===== config.mk =====
export PLATFORM = sky130hd
export DESIGN_NAME = modinv_helper_init_multi_flat
export DESIGN_NICKNAME = d
export VERILOG_FILES = /design/src/rtl/modinv_helper_init_multi_pkg.sv /design/src/rtl/modinv_helper_init_multi_if.sv /design/src/rtl/modinv_helper_delay_line.sv /design/src/rtl/modinv_helper_init_multi.sv /design/src/flat_wrapper.sv
export SDC_FILE = /design/constraint.sdc
export NUM_CORES = 1
export LEC_CHECK = 0
export CAP_MARGIN = 10
export CORE_MARGIN = 2
export CORE_UTILIZATION = 28
export DETAILED_ROUTE_END_ITERATION = 12
export PLACE_DENSITY = 0.78
export SLEW_MARGIN = 20
export SYNTH_ARGS = -nofsm -noshare
export SYNTH_HDL_FRONTEND = slang
export SYNTH_SLANG_ARGS = --single-unit

===== constraint.sdc =====
create_clock -name clk -period 2.06 [get_ports clk]
set_clock_uncertainty 0.15 [all_clocks]
set_input_delay 0.412 -clock clk [delete_from_list [all_inputs] [get_ports clk]]
set_output_delay 0.412 -clock clk [all_outputs]
set_load 0.005 [all_outputs]

===== src/rtl/modinv_helper_init_multi_pkg.sv =====
// Shared types and helpers for the modular-invertor init sequencer.
// Holds mode encodings, clog2 and the memory-latency legality check.
package modinv_helper_init_multi_pkg;

  typedef enum logic [1:0] {
    MODE_STD   = 2'b00,
    MODE_SWAP  = 2'b01,
    MODE_SCRUB = 2'b10,
    MODE_RSVD  = 2'b11
  } mode_t;

  localparam int MEM_LAT_MIN = 1;
  localparam int MEM_LAT_MAX = 3;

  function automatic int clog2(input int v);
    int r;
    r = 0;
    while ((1 << r) < v) r++;
    return r;
  endfunction

  function automatic bit lat_ok(input int l);
    return (l >= MEM_LAT_MIN) && (l <= MEM_LAT_MAX);
  endfunction

endpackage


===== src/rtl/modinv_helper_init_multi_if.sv =====
// Handshake, operand-read and buffer-write bundle of the init sequencer.
// master: sequencer side (drives rdy/done/addresses/writes); slave: environment.
interface modinv_helper_init_multi_if #(
  parameter int WORD_WIDTH        = 32,
  parameter int OPERAND_ADDR_BITS = 3,
  parameter int BUFFER_ADDR_BITS  = 4
);
  import modinv_helper_init_multi_pkg::*;

  logic                         ena;
  mode_t                        mode;
  logic                         rdy;
  logic                         done;
  logic                         op_zero;
  logic [OPERAND_ADDR_BITS-1:0] a_addr;
  logic [OPERAND_ADDR_BITS-1:0] q_addr;
  logic [WORD_WIDTH-1:0]        a_din;
  logic [WORD_WIDTH-1:0]        q_din;
  logic [BUFFER_ADDR_BITS-1:0]  r_addr;
  logic [BUFFER_ADDR_BITS-1:0]  s_addr;
  logic [BUFFER_ADDR_BITS-1:0]  u_addr;
  logic [BUFFER_ADDR_BITS-1:0]  v_addr;
  logic                         r_wren;
  logic                         s_wren;
  logic                         u_wren;
  logic                         v_wren;
  logic [WORD_WIDTH-1:0]        r_dout;
  logic [WORD_WIDTH-1:0]        s_dout;
  logic [WORD_WIDTH-1:0]        u_dout;
  logic [WORD_WIDTH-1:0]        v_dout;

  modport master (
    input  ena, mode, a_din, q_din,
    output rdy, done, op_zero, a_addr, q_addr,
    output r_addr, s_addr, u_addr, v_addr,
    output r_wren, s_wren, u_wren, v_wren,
    output r_dout, s_dout, u_dout, v_dout
  );

  modport slave (
    output ena, mode, a_din, q_din,
    input  rdy, done, op_zero, a_addr, q_addr,
    input  r_addr, s_addr, u_addr, v_addr,
    input  r_wren, s_wren, u_wren, v_wren,
    input  r_dout, s_dout, u_dout, v_dout
  );

endinterface


===== src/rtl/modinv_helper_delay_line.sv =====
// Fixed-depth shift register with asynchronous active-high reset.
// Ports: clk, rst, d_i (input word), q_o (d_i delayed by DEPTH cycles).
module modinv_helper_delay_line #(
  parameter int WIDTH = 8,
  parameter int DEPTH = 1
) (
  input  logic             clk,
  input  logic             rst,
  input  logic [WIDTH-1:0] d_i,
  output logic [WIDTH-1:0] q_o
);

  logic [WIDTH-1:0] sr_q [DEPTH];

  always_ff @(posedge clk or posedge rst) begin
    if (rst) begin
      for (int i = 0; i < DEPTH; i++) sr_q[i] <= '0;
    end else begin
      sr_q[0] <= d_i;
      for (int i = 1; i < DEPTH; i++) sr_q[i] <= sr_q[i-1];
    end
  end

  assign q_o = sr_q[DEPTH-1];

endmodule


===== src/rtl/modinv_helper_init_multi.sv =====
// Init sequencer: streams A/Q words and fills R/S/U/V buffers in one pass.
// Ports: clk, rst (async high), bus (master: handshake, reads, writes).
module modinv_helper_init_multi
  import modinv_helper_init_multi_pkg::*;
#(
  parameter int WORD_WIDTH        = 32,
  parameter int OPERAND_NUM_WORDS = 8,
  parameter int OPERAND_ADDR_BITS = 3,
  parameter int BUFFER_NUM_WORDS  = 9,
  parameter int BUFFER_ADDR_BITS  = 4,
  parameter int MEM_LATENCY       = 1
) (
  input logic                        clk,
  input logic                        rst,
  modinv_helper_init_multi_if.master bus
);

  if (!lat_ok(MEM_LATENCY)) begin : g_bad_lat
    $error("MEM_LATENCY must be within 1..3");
  end
  if (BUFFER_NUM_WORDS < OPERAND_NUM_WORDS) begin : g_bad_buf
    $error("BUFFER_NUM_WORDS must be >= OPERAND_NUM_WORDS");
  end

  localparam int LAST = BUFFER_NUM_WORDS + MEM_LATENCY;
  localparam int CW   = clog2(LAST + 1);
  localparam int OAB  = OPERAND_ADDR_BITS;
  localparam int BAB  = BUFFER_ADDR_BITS;
  localparam int DLW  = BAB + 2;

  localparam logic [CW-1:0] LAST_C = CW'(LAST);
  localparam logic [CW-1:0] OPN_C  = CW'(OPERAND_NUM_WORDS);
  localparam logic [CW-1:0] BUF_C  = CW'(BUFFER_NUM_WORDS);
  localparam logic [CW-1:0] ONE_C  = CW'(1);

  localparam logic [WORD_WIDTH-1:0] W_ONE = WORD_WIDTH'(1);

  logic [CW-1:0] cnt_q;
  mode_t         mode_q;
  logic          done_q;
  logic          acc_q;
  logic          acc_d;
  logic          zero_q;

  logic           start;
  logic           rd_act;
  logic           wr_iss;
  logic [BAB-1:0] iss_idx;
  logic [DLW-1:0] str_in;
  logic [DLW-1:0] str_out;
  logic           wr_en;
  logic           wr_op;
  logic [BAB-1:0] wr_idx;

  logic                  scrub;
  logic                  swap;
  logic [WORD_WIDTH-1:0] src_u;
  logic [WORD_WIDTH-1:0] src_v;

  assign start  = bus.ena && (cnt_q == '0);
  assign rd_act = (cnt_q != '0) && (cnt_q <= OPN_C);
  assign wr_iss = (cnt_q != '0) && (cnt_q <= BUF_C);

  assign iss_idx = wr_iss ? BAB'(cnt_q - ONE_C) : '0;

  // Issue-time strobe/index, re-timed to meet the read data.
  assign str_in = {wr_iss, rd_act, iss_idx};

  modinv_helper_delay_line #(
    .WIDTH (DLW),
    .DEPTH (MEM_LATENCY)
  ) u_align (
    .clk (clk),
    .rst (rst),
    .d_i (str_in),
    .q_o (str_out)
  );

  assign {wr_en, wr_op, wr_idx} = str_out;

  assign scrub = (mode_q == MODE_SCRUB);
  assign swap  = (mode_q == MODE_SWAP);
  assign src_u = swap ? bus.a_din : bus.q_din;
  assign src_v = swap ? bus.q_din : bus.a_din;

  // Running OR of the v-source, including the word written this cycle.
  assign acc_d = acc_q | (wr_en & wr_op & (|src_v));

  always_ff @(posedge clk or posedge rst) begin
    if (rst) begin
      cnt_q  <= '0;
      mode_q <= MODE_STD;
      done_q <= 1'b0;
      acc_q  <= 1'b0;
      zero_q <= 1'b0;
    end else begin
      done_q <= (cnt_q == LAST_C);
      if (start) begin
        cnt_q  <= ONE_C;
        mode_q <= bus.mode;
        acc_q  <= 1'b0;
        zero_q <= 1'b0;
      end else if (cnt_q != '0) begin
        acc_q <= acc_d;
        if (cnt_q == LAST_C) begin
          cnt_q  <= '0;
          zero_q <= ~acc_d & ~scrub;
        end else begin
          cnt_q <= cnt_q + ONE_C;
        end
      end
    end
  end

  assign bus.rdy     = (cnt_q == '0);
  assign bus.done    = done_q;
  assign bus.op_zero = zero_q;

  assign bus.a_addr = rd_act ? OAB'(cnt_q - ONE_C) : '0;
  assign bus.q_addr = bus.a_addr;

  assign bus.r_wren = wr_en;
  assign bus.s_wren = wr_en;
  assign bus.u_wren = wr_en;
  assign bus.v_wren = wr_en;

  assign bus.r_addr = wr_en ? wr_idx : '0;
  assign bus.s_addr = bus.r_addr;
  assign bus.u_addr = bus.r_addr;
  assign bus.v_addr = bus.r_addr;

  assign bus.r_dout = '0;
  assign bus.s_dout = (wr_en && !scrub && wr_idx == '0) ? W_ONE : '0;
  assign bus.u_dout = (wr_en && wr_op && !scrub) ? src_u : '0;
  assign bus.v_dout = (wr_en && wr_op && !scrub) ? src_v : '0;

endmodule


===== src/flat_wrapper.sv =====
// flat-port wrapper written by rule: the top's interface ports become plain ports
module modinv_helper_init_multi_flat import modinv_helper_init_multi_pkg::*;
#(
  parameter int WORD_WIDTH        = 32,
  parameter int OPERAND_NUM_WORDS = 8,
  parameter int OPERAND_ADDR_BITS = 3,
  parameter int BUFFER_NUM_WORDS  = 9,
  parameter int BUFFER_ADDR_BITS  = 4,
  parameter int MEM_LATENCY       = 1
)
  (clk, rst, bus_ena, bus_mode, bus_a_din, bus_q_din, bus_rdy, bus_done, bus_op_zero, bus_a_addr, bus_q_addr, bus_r_addr, bus_s_addr, bus_u_addr, bus_v_addr, bus_r_wren, bus_s_wren, bus_u_wren, bus_v_wren, bus_r_dout, bus_s_dout, bus_u_dout, bus_v_dout);
  modinv_helper_init_multi_if #(.WORD_WIDTH(WORD_WIDTH), .OPERAND_ADDR_BITS(OPERAND_ADDR_BITS), .BUFFER_ADDR_BITS(BUFFER_ADDR_BITS)) bus_i ();
  input logic clk;
  input logic rst;
  input wire logic [$bits(bus_i.ena)-1:0] bus_ena;
  input wire logic [$bits(bus_i.mode)-1:0] bus_mode;
  input wire logic [$bits(bus_i.a_din)-1:0] bus_a_din;
  input wire logic [$bits(bus_i.q_din)-1:0] bus_q_din;
  output wire logic [$bits(bus_i.rdy)-1:0] bus_rdy;
  output wire logic [$bits(bus_i.done)-1:0] bus_done;
  output wire logic [$bits(bus_i.op_zero)-1:0] bus_op_zero;
  output wire logic [$bits(bus_i.a_addr)-1:0] bus_a_addr;
  output wire logic [$bits(bus_i.q_addr)-1:0] bus_q_addr;
  output wire logic [$bits(bus_i.r_addr)-1:0] bus_r_addr;
  output wire logic [$bits(bus_i.s_addr)-1:0] bus_s_addr;
  output wire logic [$bits(bus_i.u_addr)-1:0] bus_u_addr;
  output wire logic [$bits(bus_i.v_addr)-1:0] bus_v_addr;
  output wire logic [$bits(bus_i.r_wren)-1:0] bus_r_wren;
  output wire logic [$bits(bus_i.s_wren)-1:0] bus_s_wren;
  output wire logic [$bits(bus_i.u_wren)-1:0] bus_u_wren;
  output wire logic [$bits(bus_i.v_wren)-1:0] bus_v_wren;
  output wire logic [$bits(bus_i.r_dout)-1:0] bus_r_dout;
  output wire logic [$bits(bus_i.s_dout)-1:0] bus_s_dout;
  output wire logic [$bits(bus_i.u_dout)-1:0] bus_u_dout;
  output wire logic [$bits(bus_i.v_dout)-1:0] bus_v_dout;
  assign bus_i.ena = bus_ena;
  assign bus_i.mode = bus_mode;
  assign bus_i.a_din = bus_a_din;
  assign bus_i.q_din = bus_q_din;
  assign bus_rdy = bus_i.rdy;
  assign bus_done = bus_i.done;
  assign bus_op_zero = bus_i.op_zero;
  assign bus_a_addr = bus_i.a_addr;
  assign bus_q_addr = bus_i.q_addr;
  assign bus_r_addr = bus_i.r_addr;
  assign bus_s_addr = bus_i.s_addr;
  assign bus_u_addr = bus_i.u_addr;
  assign bus_v_addr = bus_i.v_addr;
  assign bus_r_wren = bus_i.r_wren;
  assign bus_s_wren = bus_i.s_wren;
  assign bus_u_wren = bus_i.u_wren;
  assign bus_v_wren = bus_i.v_wren;
  assign bus_r_dout = bus_i.r_dout;
  assign bus_s_dout = bus_i.s_dout;
  assign bus_u_dout = bus_i.u_dout;
  assign bus_v_dout = bus_i.v_dout;
  modinv_helper_init_multi #(.WORD_WIDTH(WORD_WIDTH), .OPERAND_NUM_WORDS(OPERAND_NUM_WORDS), .OPERAND_ADDR_BITS(OPERAND_ADDR_BITS), .BUFFER_NUM_WORDS(BUFFER_NUM_WORDS), .BUFFER_ADDR_BITS(BUFFER_ADDR_BITS), .MEM_LATENCY(MEM_LATENCY)) u_core (.clk(clk), .rst(rst), .bus(bus_i));
endmodule

==> summary.txt <==
Synthesis
  – Mapped Cells: roughly 390
  – Synth warn: 0
  – Avg Inst Size Synth: 6.15 µm²
  – FF+latch count, synth: 15
  – Sequential area share after synthesis: between 10% and 20%
  – Netlist cell types: 30
  – Top cells by area, synth: buf_4 (25%), nand2_1 (21%), dfrtp_1 (15%), a21oi_1 (13%), nor4_1 (4.4%)
  – Area share of the largest cell type after synthesis: 25.4%
  – Top cell type by total area after synthesis: buf_4
  – Synthesized cell area: ~2400 µm²

Timing
  – Crit share post-route: 109%
  – Fin worst setup slack: -0.179 ns
  – Slew Viols, Final: 0
  – Final setup fails: 66
  – Final hold violation count: 0
  – Slew Limit Headroom: 61.6%
  – RSZ-0062 raised after global routing: yes
  – FMAX: between 400 and 500 MHz
  – Final setup TNS: -6.20 ns
  – Crit path time final: 2.24 ns
  – Worst slew pin tran: roughly 0.58 ns

Pwr
  – Leak pwr: 2.61 nW
  – Worst vdd ir: about 770 µV
  – Pwr Density: 1460 nW/µm²

Final layout
  – Most common cell after layout, fill and taps aside: clkdlybuf4s50_1
  – Share of layout cells above drive strength 1: 53.0%
  – Layout filler cell count: 710
  – Area of the multi-input gates: ~2300 µm²
  – Area grow syn2layout: 115%
  – ANT cells: 0
  – Design Area, Final: 5210 µm²
  – Commonest cells after routing, fill and taps aside: clkdlybuf4s50_1 (80), buf_2 (69), conb_1 (63), nand2_1 (61), a21oi_2 (44)
  – Layout Nets: ~680
  – Sequential cell area: about 380 µm²

CTS
  – CTS tree: built
  – H-tree depth: 1
  – Clk buf depth: 2
  – Clock slew at reported path FFs: 0.06 ns
  – TritonCTS Buffers: 3
  – Clk Latency, worst-skew pair: 0.25 ns
  – Clock root cell: clkbuf_8
  – Hold_buf cts: 0
  – CTS sink count: 15

GRT
  – Largest net degree at the start of global routing: 21
  – Vias in the first global route: 3336
  – Global-route wire length before repair: 16400 µm
  – Total GRT Usage: 20.9%
  – Initial antenna violation count: 0
  – Total global routing overflow: 0

Worst setup path
  – Buf/Inv on CP: 6
  – Crit path DAT: 1.68 ns
  – CP endpoint kind: output pin
  – Slowest CP cell: dfrtp_1
  – Reg2reg setup slack: 0.04 ns
  – Delay-heaviest family, CP: buffers and inverters
  – Crit path launch type: flop
  – Worst EP required: 1.50 ns
  – Setup CP Type: reg2out
  – Critical Path Most Common Cell: buf_6
  – Crit-path cells: buf_6 -> nand2b_4 -> buf_6 -> buf_6 -> buf_12 -> buf_16 -> nand2_1 -> a21oi_1 -> buf_2
  – Crit-path max FO: 9
  – Critical path's largest stage delay: ~0.4 ns

Placed design
  – Final Wtd Congestion: 0.869
  – DP HPWL: ~7100 µm
  – Placement-stage cell area: between 4000 and 5000 µm²
  – Port bufs: 162

Floorplan
  – I/O pin cnt: 226
  – Core footprint: 8300 µm²
  – Die W: 97.1 µm
  – Die area: around 9400 µm²
  – Die Height: 97.1 µm
  – # rows: 33
  – Initial core utilization: 29.2%

Route
  – DRC: 0
  – Post-detailed-route count of antenna-violating nets: 0
  – DR WL/cell: 16.5 µm
  – Vias: between 3000 and 4000
  – Vias per inst: 4.83
  – DR pass1 iterations: 4
  – Starting DRC count in detailed routing: 108
  – Final wirelength: approximately 12000 µm

Outcome
  – Failing checks: setup timing
  – Status: complete, but fails checks

Flow run
  – # Max-Cap Violations: 0

Hold path
  – Worst min path class: reg2reg
[worst paths after layout]
kind                                    endpoint        startpoint  cells after the start
hold reg to reg                     u_core.acc_q      u_core.acc_q                      1
hold / removal                      u_core.acc_q      u_core.acc_q                      1
max in group asynchronous        u_core.cnt_q[0]               rst                      2
min in group asynchronous  u_core.u_align.q_o[0]               rst                      2
setup / recovery                  bus_u_dout[16]  u_core.mode_q[1]                      9
setup reg to reg                    u_core.acc_q  u_core.mode_q[1]                     10
[final cells by class]
type,instances,area share (%)
Sequential cell,15,7.23
Multi-Input combinational cell,328,43.7
Tap cell,105,2.52
Clock buffer,4,0.864
Inverter,9,0.744
Timing Repair Buffer,248,45.0
[cells by family after synthesis]
kind of cell	share of synthesized area [%]
AND/OR/NAND/NOR	32.4
AO/OA/AOI/OAI	16.5
XOR/XNOR	1.08
multiplexers	1.24
adder cells (fa/ha/maj)	2.06
buffers and inverters	31.1
flip-flops	15.5
other	0.155
[sequential cells by signal (all words and copies together) (netlist names)]
| signal | count |
|---|---|
| u_core.mode_q | 2 |
| u_core.cnt_q | 4 |
| u_core.acc_q | 1 |
| u_core.u_align.q_o | 6 |
| u_core.bus.op_zero | 1 |
| u_core.bus.done | 1 |
[cell usage after synthesis]
master	instances
nand4_1	4
nor3_1	4
nand2b_1	2
nand3_1	2
conb_1	1
nand3b_1	2
buf_6	2
mux2_4	2
inv_6	1
o21ai_0	5
clkbuf_1	12
and2_1	4
buf_1	6
nor2_1	8
dfrtp_1	15
o211ai_1	1
nor2b_1	1
a22o_2	4
o31ai_1	1
xnor2_1	3
a21oi_1	64
buf_4	82
and2b_2	1
ha_1	4
buf_2	2
nand2_1	134
nor4_1	17
nand2_4	1
or3_4	1
inv_1	8
[where the power goes]
| group | switching [mW] | total, mW | internal (mW) |
|---|---|---|---|
| Combinational | 3.23 | 6.85 | 3.62 |
| Clock | 0.107 | 0.244 | 0.137 |
| Sequential | 0.101 | 0.521 | 0.421 |
| Total | 3.44 | 7.62 | 4.17 |
[per-stage QoR]
stage | util [%] | power [mW] | cells | hold WS [ns] | worst slack, ns
final | 62.8 | 7.62 | 709 | 0.359 | -0.179
after global routing | 62.8 | 8.05 | 709 | 0.368 | -0.215
after CTS | 57.3 | 6.85 | 708 | 0.356 | -0.203
after detailed placement | 48.4 | 5.13 | 654 | 0.343 | -0.466
after global placement | 48.4 | 5.01 | 654 | 0.333 | -0.492
after floorplan | - | 2.72 | 456 | 0.163 | 0.00124
[repair_timing]
action	in CTS	in global routing
endpoints found under the hold margin	0	0
setup endpoints to repair	81	83
pin swaps	36	49
cloned	9	5
gates resized for setup	399	145
setup buffers	43	8
[per-layer routing]
layer	part of all wire (%)	track usage, %
met5	0	0
met4	2.1	5.74
met3	6.4	2.45
met2	54	40.9
met1	37	23.4
No activity file was read; power rests on OpenSTA's default activity.
